<file path="src/rtl/muldiv_ctrl_if.sv">
`default_nettype none
// ============================================================================
// Module      : muldiv_ctrl_if
// Description : Issue/result bundle between the execute stage and the
//               multiply/divide sequencer (HI/LO owner).
// Revision    : 1.0 - initial release
// ============================================================================
interface muldiv_ctrl_if;
    logic        flush;
    logic        issue_valid;
    logic [2:0]  issue_op;
    logic [31:0] src_a;
    logic [31:0] src_b;
    logic        stall;
    logic        busy;
    logic        done;
    logic [31:0] rd_data;
    logic [31:0] hi;
    logic [31:0] lo;

    // Execute-stage side: presents operations, observes hold and results
    modport master (
        output flush, issue_valid, issue_op, src_a, src_b,
        input  stall, busy, done, rd_data, hi, lo
    );

    // Sequencer side
    modport slave (
        input  flush, issue_valid, issue_op, src_a, src_b,
        output stall, busy, done, rd_data, hi, lo
    );
endinterface
`default_nettype wire

</file>
<file path="src/rtl/muldiv_ctrl.sv">
`default_nettype none
// ============================================================================
// Module      : muldiv_ctrl
// Description : Multi-cycle multiply/divide sequencer. Fixed-latency product
//               path, radix-2 restoring divider, architectural HI/LO, and
//               pipeline hold / flush handling.
// Revision    : 1.0 - initial release
// ============================================================================
module muldiv_ctrl #(
    parameter int MUL_LAT = 2              // 1..8 cycles of multiply occupancy
) (
    input  logic         clk,
    input  logic         rst,              // synchronous, active-low
    muldiv_ctrl_if.slave bus
);

    localparam logic [1:0] ST_IDLE = 2'd0;
    localparam logic [1:0] ST_MUL  = 2'd1;
    localparam logic [1:0] ST_DIV  = 2'd2;
    localparam logic [1:0] ST_FIX  = 2'd3;

    localparam logic [2:0] OP_MULT  = 3'd0;
    localparam logic [2:0] OP_MULTU = 3'd1;
    localparam logic [2:0] OP_DIV   = 3'd2;
    localparam logic [2:0] OP_DIVU  = 3'd3;
    localparam logic [2:0] OP_MTHI  = 3'd4;
    localparam logic [2:0] OP_MTLO  = 3'd5;
    localparam logic [2:0] OP_MFHI  = 3'd6;
    localparam logic [2:0] OP_MFLO  = 3'd7;

    localparam logic [4:0] C_MUL_CNT_INIT = 5'(MUL_LAT - 1);
    localparam logic [4:0] C_DIV_CNT_INIT = 5'd31;

    logic [1:0]  state_q, state_d;
    logic [4:0]  cnt_q,   cnt_d;
    logic [31:0] opa_q,   opa_d;       // multiplicand
    logic [31:0] opb_q,   opb_d;       // multiplier or |divisor|
    logic        msgn_q,  msgn_d;      // signed multiply
    logic [31:0] quot_q,  quot_d;      // dividend shifting out, quotient in
    logic [31:0] rem_q,   rem_d;
    logic        qs_q,    qs_d;        // negate quotient in FIX
    logic        rs_q,    rs_d;        // negate remainder in FIX
    logic        dz_q,    dz_d;        // divide by zero: skip the commit
    logic [31:0] hi_q,    hi_d;
    logic [31:0] lo_q,    lo_d;

    logic        w_accept;
    logic        w_is_div;
    logic [31:0] w_abs_a;
    logic [31:0] w_abs_b;
    logic [63:0] w_ma;
    logic [63:0] w_mb;
    logic [63:0] w_prod;
    logic [32:0] w_rem_shift;
    logic [32:0] w_diff;
    logic        w_ge;
    logic [31:0] w_q_fix;
    logic [31:0] w_r_fix;
    logic        w_done_raw;

    assign w_accept = bus.issue_valid && !bus.flush && (state_q == ST_IDLE);
    assign w_is_div = (bus.issue_op == OP_DIV);

    // Magnitudes for signed divide; 0x80000000 stays 0x80000000 as unsigned
    assign w_abs_a = (w_is_div && bus.src_a[31]) ? (~bus.src_a + 32'd1) : bus.src_a;
    assign w_abs_b = (w_is_div && bus.src_b[31]) ? (~bus.src_b + 32'd1) : bus.src_b;

    // Sign- or zero-extend to 64 bits; the low 64 bits of the product are exact
    assign w_ma   = {{32{msgn_q & opa_q[31]}}, opa_q};
    assign w_mb   = {{32{msgn_q & opb_q[31]}}, opb_q};
    assign w_prod = w_ma * w_mb;

    // One restoring step: remainder never exceeds the divisor, so 33 bits suffice
    assign w_rem_shift = {rem_q, quot_q[31]};
    assign w_diff      = w_rem_shift - {1'b0, opb_q};
    assign w_ge        = !w_diff[32];

    assign w_q_fix = qs_q ? (~quot_q + 32'd1) : quot_q;
    assign w_r_fix = rs_q ? (~rem_q  + 32'd1) : rem_q;

    assign w_done_raw = ((state_q == ST_MUL) && (cnt_q == 5'd0)) || (state_q == ST_FIX);

    assign bus.stall   = bus.issue_valid && !bus.flush && (state_q != ST_IDLE);
    assign bus.busy    = (state_q != ST_IDLE);
    assign bus.done    = w_done_raw && !bus.flush;
    assign bus.hi      = hi_q;
    assign bus.lo      = lo_q;
    assign bus.rd_data = (w_accept && bus.issue_op == OP_MFHI) ? hi_q :
                         (w_accept && bus.issue_op == OP_MFLO) ? lo_q : 32'd0;

    // Next-state: issue decode, multiply countdown, divide iterations, fix-up
    always_comb begin
        state_d = state_q;
        cnt_d   = cnt_q;
        opa_d   = opa_q;
        opb_d   = opb_q;
        msgn_d  = msgn_q;
        quot_d  = quot_q;
        rem_d   = rem_q;
        qs_d    = qs_q;
        rs_d    = rs_q;
        dz_d    = dz_q;
        hi_d    = hi_q;
        lo_d    = lo_q;

        case (state_q)
            ST_IDLE: begin
                if (w_accept) begin
                    case (bus.issue_op)
                        OP_MULT, OP_MULTU: begin
                            state_d = ST_MUL;
                            cnt_d   = C_MUL_CNT_INIT;
                            opa_d   = bus.src_a;
                            opb_d   = bus.src_b;
                            msgn_d  = (bus.issue_op == OP_MULT);
                        end
                        OP_DIV, OP_DIVU: begin
                            state_d = ST_DIV;
                            cnt_d   = C_DIV_CNT_INIT;
                            quot_d  = w_abs_a;
                            rem_d   = 32'd0;
                            opb_d   = w_abs_b;
                            qs_d    = w_is_div && (bus.src_a[31] ^ bus.src_b[31]);
                            rs_d    = w_is_div && bus.src_a[31];
                            dz_d    = (bus.src_b == 32'd0);
                        end
                        OP_MTHI: hi_d = bus.src_a;
                        OP_MTLO: lo_d = bus.src_a;
                        default: ;  // MFHI/MFLO: read-only
                    endcase
                end
            end
            ST_MUL: begin
                if (cnt_q == 5'd0) begin
                    state_d = ST_IDLE;
                    hi_d    = w_prod[63:32];
                    lo_d    = w_prod[31:0];
                end else begin
                    cnt_d = cnt_q - 5'd1;
                end
            end
            ST_DIV: begin
                rem_d  = w_ge ? w_diff[31:0] : w_rem_shift[31:0];
                quot_d = {quot_q[30:0], w_ge};
                if (cnt_q == 5'd0) begin
                    state_d = ST_FIX;
                end else begin
                    cnt_d = cnt_q - 5'd1;
                end
            end
            default: begin  // ST_FIX
                state_d = ST_IDLE;
                if (!dz_q) begin
                    lo_d = w_q_fix;
                    hi_d = w_r_fix;
                end
            end
        endcase

        // Flush discards in-flight work and any same-cycle commit or issue
        if (bus.flush) begin
            state_d = ST_IDLE;
            cnt_d   = 5'd0;
            hi_d    = hi_q;
            lo_d    = lo_q;
        end
    end

    // State registers with synchronous active-low reset
    always_ff @(posedge clk) begin
        if (!rst) begin
            state_q <= ST_IDLE;
            cnt_q   <= 5'd0;
            opa_q   <= 32'd0;
            opb_q   <= 32'd0;
            msgn_q  <= 1'b0;
            quot_q  <= 32'd0;
            rem_q   <= 32'd0;
            qs_q    <= 1'b0;
            rs_q    <= 1'b0;
            dz_q    <= 1'b0;
            hi_q    <= 32'd0;
            lo_q    <= 32'd0;
        end else begin
            state_q <= state_d;
            cnt_q   <= cnt_d;
            opa_q   <= opa_d;
            opb_q   <= opb_d;
            msgn_q  <= msgn_d;
            quot_q  <= quot_d;
            rem_q   <= rem_d;
            qs_q    <= qs_d;
            rs_q    <= rs_d;
            dz_q    <= dz_d;
            hi_q    <= hi_d;
            lo_q    <= lo_d;
        end
    end

endmodule
`default_nettype wire

</file>
<file path="src/flat_wrapper.sv">
// flat-port wrapper written by rule: the top's interface ports become plain ports
module muldiv_ctrl_flat 
#(
    parameter int MUL_LAT = 2                                                  
)
  (clk, rst, bus_flush, bus_issue_valid, bus_issue_op, bus_src_a, bus_src_b, bus_stall, bus_busy, bus_done, bus_rd_data, bus_hi, bus_lo);
  muldiv_ctrl_if bus_i ();
  input  logic clk;
  input  logic rst;
  input wire logic [$bits(bus_i.flush)-1:0] bus_flush;
  input wire logic [$bits(bus_i.issue_valid)-1:0] bus_issue_valid;
  input wire logic [$bits(bus_i.issue_op)-1:0] bus_issue_op;
  input wire logic [$bits(bus_i.src_a)-1:0] bus_src_a;
  input wire logic [$bits(bus_i.src_b)-1:0] bus_src_b;
  output wire logic [$bits(bus_i.stall)-1:0] bus_stall;
  output wire logic [$bits(bus_i.busy)-1:0] bus_busy;
  output wire logic [$bits(bus_i.done)-1:0] bus_done;
  output wire logic [$bits(bus_i.rd_data)-1:0] bus_rd_data;
  output wire logic [$bits(bus_i.hi)-1:0] bus_hi;
  output wire logic [$bits(bus_i.lo)-1:0] bus_lo;
  assign bus_i.flush = bus_flush;
  assign bus_i.issue_valid = bus_issue_valid;
  assign bus_i.issue_op = bus_issue_op;
  assign bus_i.src_a = bus_src_a;
  assign bus_i.src_b = bus_src_b;
  assign bus_stall = bus_i.stall;
  assign bus_busy = bus_i.busy;
  assign bus_done = bus_i.done;
  assign bus_rd_data = bus_i.rd_data;
  assign bus_hi = bus_i.hi;
  assign bus_lo = bus_i.lo;
  muldiv_ctrl #(.MUL_LAT(MUL_LAT)) u_core (.clk(clk), .rst(rst), .bus(bus_i));
endmodule
</file>
<file path="config.mk">
export PLATFORM = sky130hd
export DESIGN_NAME = muldiv_ctrl_flat
export DESIGN_NICKNAME = d
export VERILOG_FILES = /design/src/rtl/muldiv_ctrl_if.sv /design/src/rtl/muldiv_ctrl.sv /design/src/flat_wrapper.sv
export SDC_FILE = /design/constraint.sdc
export NUM_CORES = 2
export LEC_CHECK = 0
export CAP_MARGIN = 20
export CORE_MARGIN = 8
export CORE_UTILIZATION = 65
export DETAILED_ROUTE_END_ITERATION = 8
export PLACE_DENSITY = 0.93
export REMOVE_ABC_BUFFERS = 1
export SYNTH_ARGS = -nofsm -noshare
export SYNTH_HDL_FRONTEND = slang
export SYNTH_SLANG_ARGS = --single-unit
</file>
<file path="constraint.sdc">
create_clock -name clk -period 21.3 [get_ports clk]
set_clock_uncertainty 0.15 [all_clocks]
set_input_delay 4.26 -clock clk [delete_from_list [all_inputs] [get_ports clk]]
set_output_delay 4.26 -clock clk [all_outputs]
set_load 0.01 [all_outputs]
</file>
==> Yosys cells after proc, flatten, opt, wreduce, memory -nomap -nowiden <==
Cells that the tools add are included.
{ "totals": {"ff_bits": 203, "mem_bits_rw": 0, "out_inout_bits": 99, "word_cells": 114, "mem_count": 0, "in_bits": 71, "romBits": 0, "latch_bits": 0} }
{ "op_classes": {"div_mod_pow": 0, "shift": 0, "bitwise": 10, "mul": 1, "n_lt_le_gt_ge": 0, "n_eq_ne": 19, "add_sub_neg": 6, "n_reduce_logical": 33, "mux": 33} }
{ "op_table": {"columns": ["operator", "n"], "rows": [
  ["32-bit two-way mux", 19],
  ["32-bit one-hot mux with 2 select lines", 3],
  ["32-bit one-hot mux with 3 select lines", 2],
  ["32-bit by 1-bit adder with 32-bit output (second input constant)", 4],
  ["32-bit inverter", 4],
  ["33-bit by 33-bit multiplier with 64-bit output", 1],
  ["33-bit by 32-bit subtractor with 33-bit output", 1],
  ["32-bit logical NOT", 1],
  ["5-bit one-hot mux with 2 select lines", 2],
  ["3-bit == test (second input constant)", 4],
  ["3-bit AND reduction", 4],
  ["6-bit AND reduction", 2],
  ["1-bit logical AND", 10],
  ["5-bit two-way mux", 2],
  ["2-bit != test (second input constant)", 5],
  ["4-bit AND reduction", 2],
  ["2-bit nonzero test", 4],
  ["2-bit OR reduction", 4],
  ["3-bit by 2-bit == test with 1-bit output (second input constant)", 2],
  ["2-bit two-way mux", 3],
  ["3-bit != test (second input constant)", 2],
  ["2-bit one-hot mux with 3 select lines", 1],
  ["5-bit logical NOT", 1],
  ["5-bit by 1-bit subtractor with 5-bit output (second input constant)", 1],
  ["12 further kinds", 18]
]} }

==> Longest topological paths before layout <==
{ "depth": {"depth_word": 6, "ltp_mapped": 31, "mapped_depth_nobuf": 28} }

==> Least setup slack after synthesis <==
No wires, ideal clock.
{ "synth_timing": {"kind": "input port to output port", "startpoint": "in bus_issue_op[1]", "endpoint": "out bus_rd_data[10]", "stages": 6, "path_buffers": 3, "required_time_ns": 16.890, "slack_ns": 11.529, "arrival_ns": 5.361, "cell_sequence": "clkbuf_1 -> nand2_1 -> or3_1 -> clkbuf_1 -> clkbuf_1 -> nor2_1"} }
{ "synth_between": {"elab_chain_cells": 4, "word_cells_on_any_way": 6} }
{ "synth_lines": {"columns": ["element", "line", "source"], "rows": [
  ["start, declared", "flat_wrapper.sv:12", "input wire logic [$bits(bus_i.issue_op)-1:0] bus_issue_op;"],
  ["3-bit == test", "muldiv_ctrl.sv:89", "(w_accept && bus.issue_op == OP_MFLO) ? lo_q : 32'd0;"],
  ["1-bit logical AND", "muldiv_ctrl.sv:89", null],
  ["32-bit two-way mux", "muldiv_ctrl.sv:89", null],
  ["32-bit two-way mux (*)", "muldiv_ctrl.sv:88", "assign bus.rd_data = (w_accept && bus.issue_op == OP_MFHI) ? hi_q :"],
  ["end, declared", "flat_wrapper.sv:18", "output wire logic [$bits(bus_i.rd_data)-1:0] bus_rd_data;"]
]} }
Every way passes the cells marked *; elsewhere a longest branch is shown, timed or not.

==> Final worst setup path <==
{ "layout_timing": {"startpoint": "in bus_issue_op[1]", "endpoint": "out bus_rd_data[6]"} }
Same word-level chain as after synthesis.

==> impl_metrics.yaml <==
hold_path:
  min_path_cells: 2
  hp-class: "register to register"
  min-delay-start: "u_core.opa_q[9]$_SDFFE_PN0P_"
  whs_endpoint: "u_core.opa_q[9]$_SDFFE_PN0P_"
layout:
  area_delta_synth_final_pct: 6.37
  nets: 7386
  drive_above_1_share_pct: 3.31
  n_fill_cell: 5600
  fin_area_um2: 54600
  fin_cells: 7013
clock_network:
  worst_skew_pair.late_latency_ps: 540
  cts_buffers: 23
  cts_resized: 0
  cts_root_buf: "clkbuf_16"
  clk_pin_slew_ps: 60
  cts.path.max_buffers: 3
  clkSinkCount: 203
  postCtsSetupBuffers: 0
  tritoncts: "done"
  hold_buffers: 0
  htree_levels: 1
place:
  dp_cells: 6960
  place_area_um2: 53700
  hpwl_mm: 129
  place_congestion: 1.03
  portBuffers: 169
sta:
  slew_headroom_pct: 16.4
  setup_tns_ps: 0
  max_freq_mhz: 89.9
  finalCriticalPeriod_ps: 11120
  maxSlewViolCount: 0
  rsz0062_at_grt: "false"
  tightest_slew_ps: 1250
  setup_viol: 0
  period_share_pct: 52.2
  hold_violations: 0
pwr:
  power_density_nw_per_um2: 23.5
  seq_power_share_pct: 32.6
  design_power_total_uw: 1290
  max-vdd-ir-drop_mv: 0.0621
  p_clk_share_pct: 36.2
  p_sw_share_pct: 37.2
  leakagePower_uw: 0.0257
  switching_power_uw: 478
  comb_power_share_pct: 31.1
  internal_power_uw: 808
setup_path:
  r2r-end: "u_core.bus.hi[19]$_SDFFE_PN0P_"
  crit_arrival_ps: 6710
  endpoint_kind: "primary output"
  r2r_cells: 25
  cp-start-kind: "input pin"
  r2r_slack_ps: 11190
  path_max_fanout: 26
  crit_type: "input pin to primary output"
  timing.rr.start: "u_core.msgn_q$_SDFFE_PN0P_"
  cp.required_ps: 16890
global_route:
  grt_util_all_layers_pct: 38.9
  grt-ovfl-total: 0
  grt_pass1_vias: 48824
  antenna_found_initial: 12
  grt_first_pass_wirelength_mm: 268
  grt_max_degree: 82
yosys:
  synth_edf_count: 0
  ys_seq_area_share_pct: 7.91
  synth.distinct_cells: 79
  netlist_area_um2: 51400
  syn_inst: 6022
  syn_avg_cell_area_um2: 8.53
  synth_top_flop_cell: "dfxtp_1"
  synth.ff_latch_count: 203
  async_flop_share_pct: 0
  yosysTopAreaCell: "fa_1"
  synth_top_area_share_pct: 43.9
  synthTopCellsByArea: "fa_1, inv_1, dfxtp_1, nand2_1, ha_1"
  synth_most_common_cell: "inv_1"
  yosys_warnings: 0
  synthTopCellsByCount: "inv_1, fa_1, nand2_1, clkbuf_1, and2_1"
job:
  cap_violations: 0
routing:
  routed_wl_mm: 173
  dr.first_iter.drc_count: 5684
  firstDrtPassIters: 9
  routed-wl-met3_mm: 26.2
  top_layer_used: "met5"
  dr_total_vias: 44981
  routed-wl-met2_mm: 76.2
  postRouteAntennaNets: 0
  vias_per_cell: 6.41
  wl_per_cell_um: 24.6
  drcViolationCount: 5
  wl_met1_mm: 54.9
floorplan:
  placementRows: 103
  dieArea_um2: 88300
  ioPinCount: 170
  die_width_um: 297
  dieHeight_um: 297
  core_area_um2: 78600
  initial_core_util_pct: 65.3
run_status:
  violations: "DRC"
  status: "complete, but fails checks"
[per-stage QoR]
step	setup WS [ps]	hold slack [ps]	util [%]
3_3_place_gp	10260	290	68.4
6_report	10180	302	69.5
4_1_cts	10190	302	69.5
5_1_grt	10050	323	69.5
3_5_place_dp	10190	294	68.4
2_1_floorplan	10440	308	-
[state kept, by name, summed over array words and instances (netlist names)]
signal / cells
u_core.bus.hi: 32
u_core.state_q: 2
u_core.opa_q: 32
u_core.quot_q: 32
u_core.cnt_q: 5
u_core.rs_q: 1
u_core.msgn_q: 1
u_core.bus.lo: 32
u_core.opb_q: 32
u_core.rem_q: 32
u_core.dz_q: 1
u_core.qs_q: 1
[area by class of cell]
type / count / area, um^2 / area share [%]
clock inverters: 12 / 243 / 0.444
repair buffers: 260 / 2360 / 4.33
inverters: 1192 / 4480 / 8.19
flip-flops and latches: 203 / 4090 / 7.48
clock buffers: 28 / 634 / 1.16
diodes: 13 / 32.5 / 0.0595
multi-input cells: 4255 / 41500 / 75.9
well taps: 1050 / 1310 / 2.40
[how the worst max path moves through the flow]
stage,startpoint,endpoint,slack (ps),cells after the start
finish,bus_issue_op[1],bus_rd_data[6],10180,6
CTS,bus_issue_op[1],bus_rd_data[7],10190,6
global placement,bus_issue_op[1],bus_rd_data[8],10260,6
floorplan,bus_flush,u_core.rem_q[23]$_SDFFE_PN0P_,10440,8
detailed placement,bus_issue_op[1],bus_rd_data[7],10190,6
global route,bus_issue_op[1],bus_rd_data[22],10050,6
[cell families (layout without fill, tap and decap cells)]
family | after synthesis | after routing | share of synthesized area [%]
XOR/XNOR | 212 | 212 | 3.61
flip-flops | 203 | 203 | 7.91
AO/OA/AOI/OAI | 777 | 777 | 9.46
AND/OR/NAND/NOR | 1823 | 1823 | 16.3
other | 0 | 13 | 0
adder cells (fa/ha/maj) | 1380 | 1380 | 50.1
buffers and inverters | 1564 | 1492 | 11.5
multiplexers | 63 | 63 | 1.23
[layout by cell type (no fill, tap or decap), types with 14 or more instances in the layout]
cell / instances
nor2b_1: 14
a21oi_1: 229
xnor2_1: 113
or3_1: 31
nor2_1: 213
a21o_1: 47
dfxtp_2: 18
nand2b_1: 21
nand4_1: 19
nand2_1: 1006
or4_1: 15
nand3_1: 32
nor3_1: 31
mux2i_1: 60
and3_1: 29
o211ai_1: 18
o31ai_1: 30
inv_1: 1189
a211oi_1: 46
a221oi_1: 43
clkdlybuf4s50_1: 167
o21ai_0: 224
ha_1: 251
clkbuf_16: 23
buf_4: 91
xor2_1: 98
fa_1: 1126
a31oi_1: 17
and2_1: 354
dfxtp_1: 185
o41ai_1: 14
[critical path, cell delays in order]
cell	delay (ps)
clkdlybuf4s50_1	690
nand2_1	80
or3_1	570
buf_4	360
nor2_1	170
clkdlybuf4s50_1	570
[routing by layer]
layer,up-vias,GRT usage (%)
met5,-,0
met4,6,27.5
met3,1205,13.3
met2,3748,59.4
met1,21870,46.1
li1,18152,-
[power groups by stage]
stage                     combinational, uW  clock (uW)  sequential [uW]
after floorplan                         186           0              439
after global placement                  367           0              425
after detailed placement                379           0              425
after CTS                               382         462              417
after global routing                    420         479              420
final                                   401         466              420
Power figures use the tool's default switching activity.
